===== config.mk =====
export PLATFORM = sky130hd
export DESIGN_NAME = seqmdu
export DESIGN_NICKNAME = d
export VERILOG_FILES = /design/src/rtl/seqmdu.sv
export SDC_FILE = /design/constraint.sdc
export NUM_CORES = 1
export LEC_CHECK = 0
export CAP_MARGIN = 10
export CORE_MARGIN = 1.5
export CORE_UTILIZATION = 61
export CTS_BUF_LIST = sky130_fd_sc_hd__clkbuf_8
export DETAILED_ROUTE_END_ITERATION = 12
export HOLD_SLACK_MARGIN = 0.15
export PLACE_DENSITY = 0.83
export SLEW_MARGIN = 30
export SYNTH_ARGS = -nofsm -noshare
export SYNTH_HDL_FRONTEND = slang
export SYNTH_SLANG_ARGS = --single-unit

===== constraint.sdc =====
create_clock -name clk -period 4.1 [get_ports clk]
set_input_delay 0.82 -clock clk [delete_from_list [all_inputs] [get_ports clk]]
set_output_delay 0.82 -clock clk [all_outputs]
set_load 0.1 [all_outputs]

===== src/rtl/seqmdu.sv =====
// seqmdu - iterative multiply/divide unit for the EX stage.
//
// Computes MULT/MULTU (radix-2 shift-add, LSB first) and DIV/DIVU
// (restoring division, MSB first), one bit per clock. Operands are
// converted to magnitudes up front and the signs are applied in the
// final FIX cycle, so the iteration datapath is purely unsigned.
//
// Ports
//   clk       : clock, all state changes on the rising edge
//   rst_n     : synchronous active-low reset
//   start     : request, accepted in IDLE or DONE for FUNC_MUL/FUNC_DIV
//   func      : FUNC_MUL or FUNC_DIV; other codes make start a no-op
//   sign      : 1 = signed (MULT/DIV), 0 = unsigned
//   source_a  : multiplicand / dividend, latched on accept
//   source_b  : multiplier / divisor, latched on accept
//   cancel    : abort the operation; no done, hi/lo untouched
//   busy      : high in PREP, CALC and FIX (pipeline stall)
//   done      : one-cycle pulse, hi/lo valid in the same cycle
//   hi        : product upper half or remainder
//   lo        : product lower half or quotient
module seqmdu #(
    parameter int                 WIDTH    = 32,
    parameter int                 CNT_W    = $clog2(WIDTH) + 1,
    parameter int                 W_FUNC   = 2,
    parameter logic [W_FUNC-1:0]  FUNC_MUL = W_FUNC'(1),
    parameter logic [W_FUNC-1:0]  FUNC_DIV = W_FUNC'(2)
) (
    input  logic              clk,
    input  logic              rst_n,
    input  logic              start,
    input  logic [W_FUNC-1:0] func,
    input  logic              sign,
    input  logic [WIDTH-1:0]  source_a,
    input  logic [WIDTH-1:0]  source_b,
    input  logic              cancel,
    output logic              busy,
    output logic              done,
    output logic [WIDTH-1:0]  hi,
    output logic [WIDTH-1:0]  lo
);

    typedef enum logic [2:0] {
        ST_IDLE = 3'd0,
        ST_PREP = 3'd1,
        ST_CALC = 3'd2,
        ST_FIX  = 3'd3,
        ST_DONE = 3'd4
    } state_t;

    state_t              state_r;
    state_t              state_s;
    logic                accept_s;

    logic [W_FUNC-1:0]   func_r;
    logic                sign_r;
    logic [WIDTH-1:0]    a_r;        // multiplicand / dividend shift register
    logic [WIDTH-1:0]    b_r;        // multiplier shift register / divisor
    logic [WIDTH-1:0]    src_a_r;    // untouched dividend for divide-by-zero
    logic                sa_r;
    logic                sb_r;
    logic                dz_r;
    logic [2*WIDTH-1:0]  acc_r;      // product, or quotient in the low half
    logic [WIDTH-1:0]    rem_r;
    logic [CNT_W-1:0]    cnt_r;
    logic                busy_r;
    logic                done_r;
    logic [WIDTH-1:0]    hi_r;
    logic [WIDTH-1:0]    lo_r;

    logic                is_div_s;
    logic [WIDTH:0]      mul_sum_s;
    logic [WIDTH:0]      div_part_s;
    logic [WIDTH:0]      div_diff_s;
    logic                div_ge_s;
    logic [2*WIDTH-1:0]  prod_s;
    logic [WIDTH-1:0]    fix_hi_s;
    logic [WIDTH-1:0]    fix_lo_s;

    assign is_div_s = (func_r == FUNC_DIV);

    // Next-state decode; cancel overrides everything, including a same-cycle start.
    always_comb begin
        state_s  = state_r;
        accept_s = 1'b0;
        case (state_r)
            ST_IDLE, ST_DONE: begin
                if (cancel) begin
                    state_s = ST_IDLE;
                end else if (start && ((func == FUNC_MUL) || (func == FUNC_DIV))) begin
                    accept_s = 1'b1;
                    state_s  = ST_PREP;
                end else begin
                    state_s = ST_IDLE;
                end
            end
            ST_PREP: begin
                if (cancel) begin
                    state_s = ST_IDLE;
                end else if (is_div_s && (b_r == {WIDTH{1'b0}})) begin
                    state_s = ST_FIX;
                end else begin
                    state_s = ST_CALC;
                end
            end
            ST_CALC: begin
                if (cancel) begin
                    state_s = ST_IDLE;
                end else if (cnt_r == CNT_W'(1)) begin
                    state_s = ST_FIX;
                end else begin
                    state_s = ST_CALC;
                end
            end
            ST_FIX: begin
                if (cancel) begin
                    state_s = ST_IDLE;
                end else begin
                    state_s = ST_DONE;
                end
            end
            default: begin
                state_s = ST_IDLE;
            end
        endcase
    end

    // One iteration step for each operation.
    always_comb begin
        mul_sum_s  = {1'b0, acc_r[2*WIDTH-1:WIDTH]} +
                     (b_r[0] ? {1'b0, a_r} : {(WIDTH+1){1'b0}});
        div_part_s = {rem_r, a_r[WIDTH-1]};
        div_diff_s = div_part_s - {1'b0, b_r};
        div_ge_s   = (div_part_s >= {1'b0, b_r});
    end

    // Sign fix-up and result selection written to hi/lo in FIX.
    always_comb begin
        prod_s   = (sa_r ^ sb_r) ? ({(2*WIDTH){1'b0}} - acc_r) : acc_r;
        fix_hi_s = {WIDTH{1'b0}};
        fix_lo_s = {WIDTH{1'b0}};
        if (dz_r) begin
            fix_hi_s = src_a_r;
            fix_lo_s = {WIDTH{1'b1}};
        end else if (!is_div_s) begin
            fix_hi_s = prod_s[2*WIDTH-1:WIDTH];
            fix_lo_s = prod_s[WIDTH-1:0];
        end else begin
            // MIN / -1 falls out naturally: negating MIN wraps back to MIN.
            fix_lo_s = (sa_r ^ sb_r) ? ({WIDTH{1'b0}} - acc_r[WIDTH-1:0]) : acc_r[WIDTH-1:0];
            fix_hi_s = sa_r ? ({WIDTH{1'b0}} - rem_r) : rem_r;
        end
    end

    // State, datapath and registered outputs.
    always_ff @(posedge clk) begin
        if (!rst_n) begin
            state_r <= ST_IDLE;
            func_r  <= {W_FUNC{1'b0}};
            sign_r  <= 1'b0;
            a_r     <= {WIDTH{1'b0}};
            b_r     <= {WIDTH{1'b0}};
            src_a_r <= {WIDTH{1'b0}};
            sa_r    <= 1'b0;
            sb_r    <= 1'b0;
            dz_r    <= 1'b0;
            acc_r   <= {(2*WIDTH){1'b0}};
            rem_r   <= {WIDTH{1'b0}};
            cnt_r   <= {CNT_W{1'b0}};
            busy_r  <= 1'b0;
            done_r  <= 1'b0;
            hi_r    <= {WIDTH{1'b0}};
            lo_r    <= {WIDTH{1'b0}};
        end else begin
            state_r <= state_s;
            busy_r  <= (state_s == ST_PREP) || (state_s == ST_CALC) || (state_s == ST_FIX);
            done_r  <= (state_s == ST_DONE);
            case (state_r)
                ST_IDLE, ST_DONE: begin
                    if (accept_s) begin
                        func_r  <= func;
                        sign_r  <= sign;
                        a_r     <= source_a;
                        b_r     <= source_b;
                        src_a_r <= source_a;
                    end
                end
                ST_PREP: begin
                    sa_r  <= sign_r & a_r[WIDTH-1];
                    sb_r  <= sign_r & b_r[WIDTH-1];
                    if (sign_r && a_r[WIDTH-1]) begin
                        a_r <= {WIDTH{1'b0}} - a_r;
                    end
                    if (sign_r && b_r[WIDTH-1]) begin
                        b_r <= {WIDTH{1'b0}} - b_r;
                    end
                    dz_r  <= is_div_s && (b_r == {WIDTH{1'b0}});
                    acc_r <= {(2*WIDTH){1'b0}};
                    rem_r <= {WIDTH{1'b0}};
                    cnt_r <= CNT_W'(WIDTH);
                end
                ST_CALC: begin
                    cnt_r <= cnt_r - CNT_W'(1);
                    if (!is_div_s) begin
                        // Add the multiplicand into the upper half, then shift the whole product right.
                        acc_r <= {mul_sum_s, acc_r[WIDTH-1:1]};
                        b_r   <= {1'b0, b_r[WIDTH-1:1]};
                    end else begin
                        a_r   <= {a_r[WIDTH-2:0], 1'b0};
                        acc_r <= {acc_r[2*WIDTH-1:WIDTH], acc_r[WIDTH-2:0], div_ge_s};
                        rem_r <= div_ge_s ? div_diff_s[WIDTH-1:0] : div_part_s[WIDTH-1:0];
                    end
                end
                ST_FIX: begin
                    if (!cancel) begin
                        hi_r <= fix_hi_s;
                        lo_r <= fix_lo_s;
                    end
                end
                default: begin
                    cnt_r <= cnt_r;
                end
            endcase
        end
    end

    assign busy = busy_r;
    assign done = done_r;
    assign hi   = hi_r;
    assign lo   = lo_r;

endmodule


==> impl_metrics.env <==
export IMPL_min_period_ns=3.552
export IMPL_maxCapViolCount=0
export IMPL_syn_area_um2=18130
export IMPL_antenna_found_initial=0
export IMPL_cp_buffers_inverters=1
export IMPL_core_area_um2=29010
export IMPL_mostFrequentLayoutCells="332 x a21oi_1, 291 x nand2_1, 272 x dfxtp_1, 243 x nor2_1, 235 x o21ai_0"
export IMPL_cts_buffer_depth=3
export IMPL_n_antenna_cell=0
export IMPL_routabilityCongestion=0.9866
export IMPL_grt_pass1_vias=17849
export IMPL_grt_max_degree=72
export IMPL_htreeDepth=2
export IMPL_port_buffers=136
export IMPL_place_ws_ns=0.6186
export IMPL_hp_class="flop to flop"
export IMPL_die_w_um=175.4
export IMPL_final_common_cell="a21oi_1"
export IMPL_grt_usage_pct=38.80
export IMPL_slowest_stage="or3b_2"
export IMPL_tritoncts="done"
export IMPL_worstSkewPairLatency_ns=0.61
export IMPL_rows=62
export IMPL_cts_sinks=273
export IMPL_cp_max_fo=7
export IMPL_drtIter0Drc=2125
export IMPL_setup_tns_ns=0
export IMPL_fmax_mhz=281.5
export IMPL_yosysWarnings=0
export IMPL_setup_viol=0
export IMPL_worstMarginPinSlew_ns=1.021
export IMPL_initial_core_util_pct=62.48
export IMPL_grt_setup_unrepaired="false"
export IMPL_leakage_nw=8.136
export IMPL_endpoint_kind="flop"
export IMPL_outcome="complete, no violations"
export IMPL_cp_arrival_ns=4.04
export IMPL_crit_path_start_kind="flop"
export IMPL_nNetsFinal=2695
export IMPL_drcViolationCount=0
export IMPL_netlist_instances=2498
export IMPL_syn_mean_instance_area_um2=7.257
export IMPL_slew_headroom_pct=31.74
export IMPL_place_hpwl_um=44000
export IMPL_vias=19401
export IMPL_cts_resized=0
export IMPL_clock_root_buffer="clkbuf_8"
export IMPL_synth_top_flop_cell="dfxtp_1"
export IMPL_crit_family="simple AND/OR/NAND/NOR gates"
export IMPL_area_delta_synth_final_pct=14.06
export IMPL_n_fill_cell=2449
export IMPL_cts_buffers=49
export IMPL_drt_wl_total_um=61130
export IMPL_fin_util_pct=71.27
export IMPL_crit_required_ns=4.59
export IMPL_p_per_area_nw_per_um2=319.8
export IMPL_fin_crit_sh_pct=86.63
export IMPL_finalMaxSlewViolations=0
export IMPL_path_cells="inv_1 > ha_1 > or3b_2 > nor4_2 > nor4b_2 > nand2_1 > or3_1 > o41ai_1 > xor2_1 > nand2_1 > a32o_1"
export IMPL_yosysSeqAreaShare_pct=30.15
export IMPL_avgRoutedWirePerCell_um=20.57
export IMPL_die_y_um=175.4
export IMPL_critPathMostFrequentCell="nand2_1"
export IMPL_grt_pass1_wl_um=95590
export IMPL_synth_seq_cells=273
export IMPL_fin_total_pwr_mw=6.613
export IMPL_synth_edff_count=0
export IMPL_path_class="flop to flop"
export IMPL_pin_count=137
export IMPL_irDropWorstVdd_mv=0.2765
export IMPL_dr_pass1_iters=8
export IMPL_globalRouteOverflowTotal=0
export IMPL_dieArea_um2=30760
export IMPL_hold_viol_final=0
export IMPL_cts_setup_buffers=0
export IMPL_finClkSkew_ns=0.05132
export IMPL_via_per_inst=6.530
export IMPL_synth_cell_types=80
export IMPL_synthesis_nets=2642
export IMPL_clkTransAtPathRegs_ns=0.06
export IMPL_async_flop_share_pct=0
export IMPL_ant_nets=0
export IMPL_finalWorstSetupSlack_ns=0.5481
export IMPL_cts_hold_buf=0
export IMPL_slowest_delay_ns=0.52
export IMPL_drive_above_1_share_pct=6.378
area by class of cell:
type	instances	area, µm²	share of cell area (%)
clock inverters	26	163.9	0.7927
multi-input cells	1982	11810	57.10
inverters	63	239.0	1.156
well taps	384	480.5	2.324
clock buffers	61	839.6	4.061
flip-flops and latches	273	5466	26.44
repair buffers	182	1682	8.133
metal layers:
layer / wire length [µm] / track usage (%)
met1: 24060 / 47.93
met2: 27830 / 63.00
met3: 5106 / 6.190
met4: 4129 / 24.93
met5: 0 / 0
synthesized netlist by cell type (8+ instances only):
library cell    n  area, µm²
a221oi_1       22      192.7
ha_1           71      888.4
a32oi_1        11      96.34
or3_1          21      131.4
inv_1          62      232.7
o22ai_1        10      62.56
a31oi_1        15      93.84
and2_1         41      256.5
nor4_1         29      181.4
nand3_1        61      305.3
a21oi_1       332       1662
mux2i_1         9      90.09
nand4_1        24      150.1
xor2_1         79      691.9
a211oi_1       30      225.2
a21o_1         44      330.3
o21bai_1        9      67.56
o21a_1         13      97.59
nor3_1         79      395.4
nor2b_1        16      100.1
nor2_1        245      919.6
a22o_1         10      87.58
o31ai_1        28      210.2
nand2_1       292       1096
buf_1          11      41.29
a222oi_1       10      100.1
and3_1          8      50.05
a22oi_1        22      165.2
o211ai_1       21      157.7
xnor2_1        67      586.8
o21ai_0       235       1176
nand2b_1       16      100.1
o41ai_1        11      96.34
or4_1          16      120.1
clkbuf_1      161      604.3
dfxtp_1       273       5465
cells by family after synthesis:
family                     synth area share, %
AOI/OAI and AO/OA                        28.74
xor gates and xnor gates                 7.054
adders and majority gates                5.121
buffers and inverters                    5.170
DFF                                      30.15
muxes                                   0.6833
and+or+nand+nor                          23.08
stage by stage:
stage / instance area [µm²] / hold WS, ns / cells
global route: 20680 / 0.4902 / 2971
finish: 20680 / 0.4587 / 2971
CTS: 20680 / 0.4621 / 2971
global placement: 19690 / 0.4452 / 2884
detailed placement: 19670 / 0.4540 / 2884
floorplan: 18130 / 0.4321 / 2498
where the power goes:
group / leakage, nW / switching, mW / internal [mW]
clock: 0.584 / 1.20 / 1.46
sequential: 2.21 / 0.0744 / 2.70
combinational: 5.35 / 0.727 / 0.445
final timing paths:
| path | start | end | slack, ns | cells past startpoint |
|---|---|---|---|---|
| worst max register to register | acc_r[1] | hi[22] | 0.55 | 11 |
| worst min-delay path | src_a_r[22] | src_a_r[22] | 0.46 | 2 |
| worst min register to register | src_a_r[22] | src_a_r[22] | 0.46 | 2 |
| worst max-delay path | acc_r[1] | hi[22] | 0.55 | 11 |
tightest hold or removal path, delay by kind of cell, from the launching register on:
kind / cells / cell delay, ns
compound gates: 1 / 0.05
flops: 1 / 0.31
simple gates: 1 / 0.05
registers in the layout (all words and copies together), names as in the netlist, 2 cells and up:
| signal | flops |
|---|---|
| state_r | 3 |
| src_a_r | 32 |
| func_r | 2 |
| lo | 32 |
| a_r | 32 |
| b_r | 32 |
| acc_r | 64 |
| cnt_r | 6 |
| rem_r | 32 |
| hi | 32 |
Note: power is estimated with default switching activity, not from simulation.
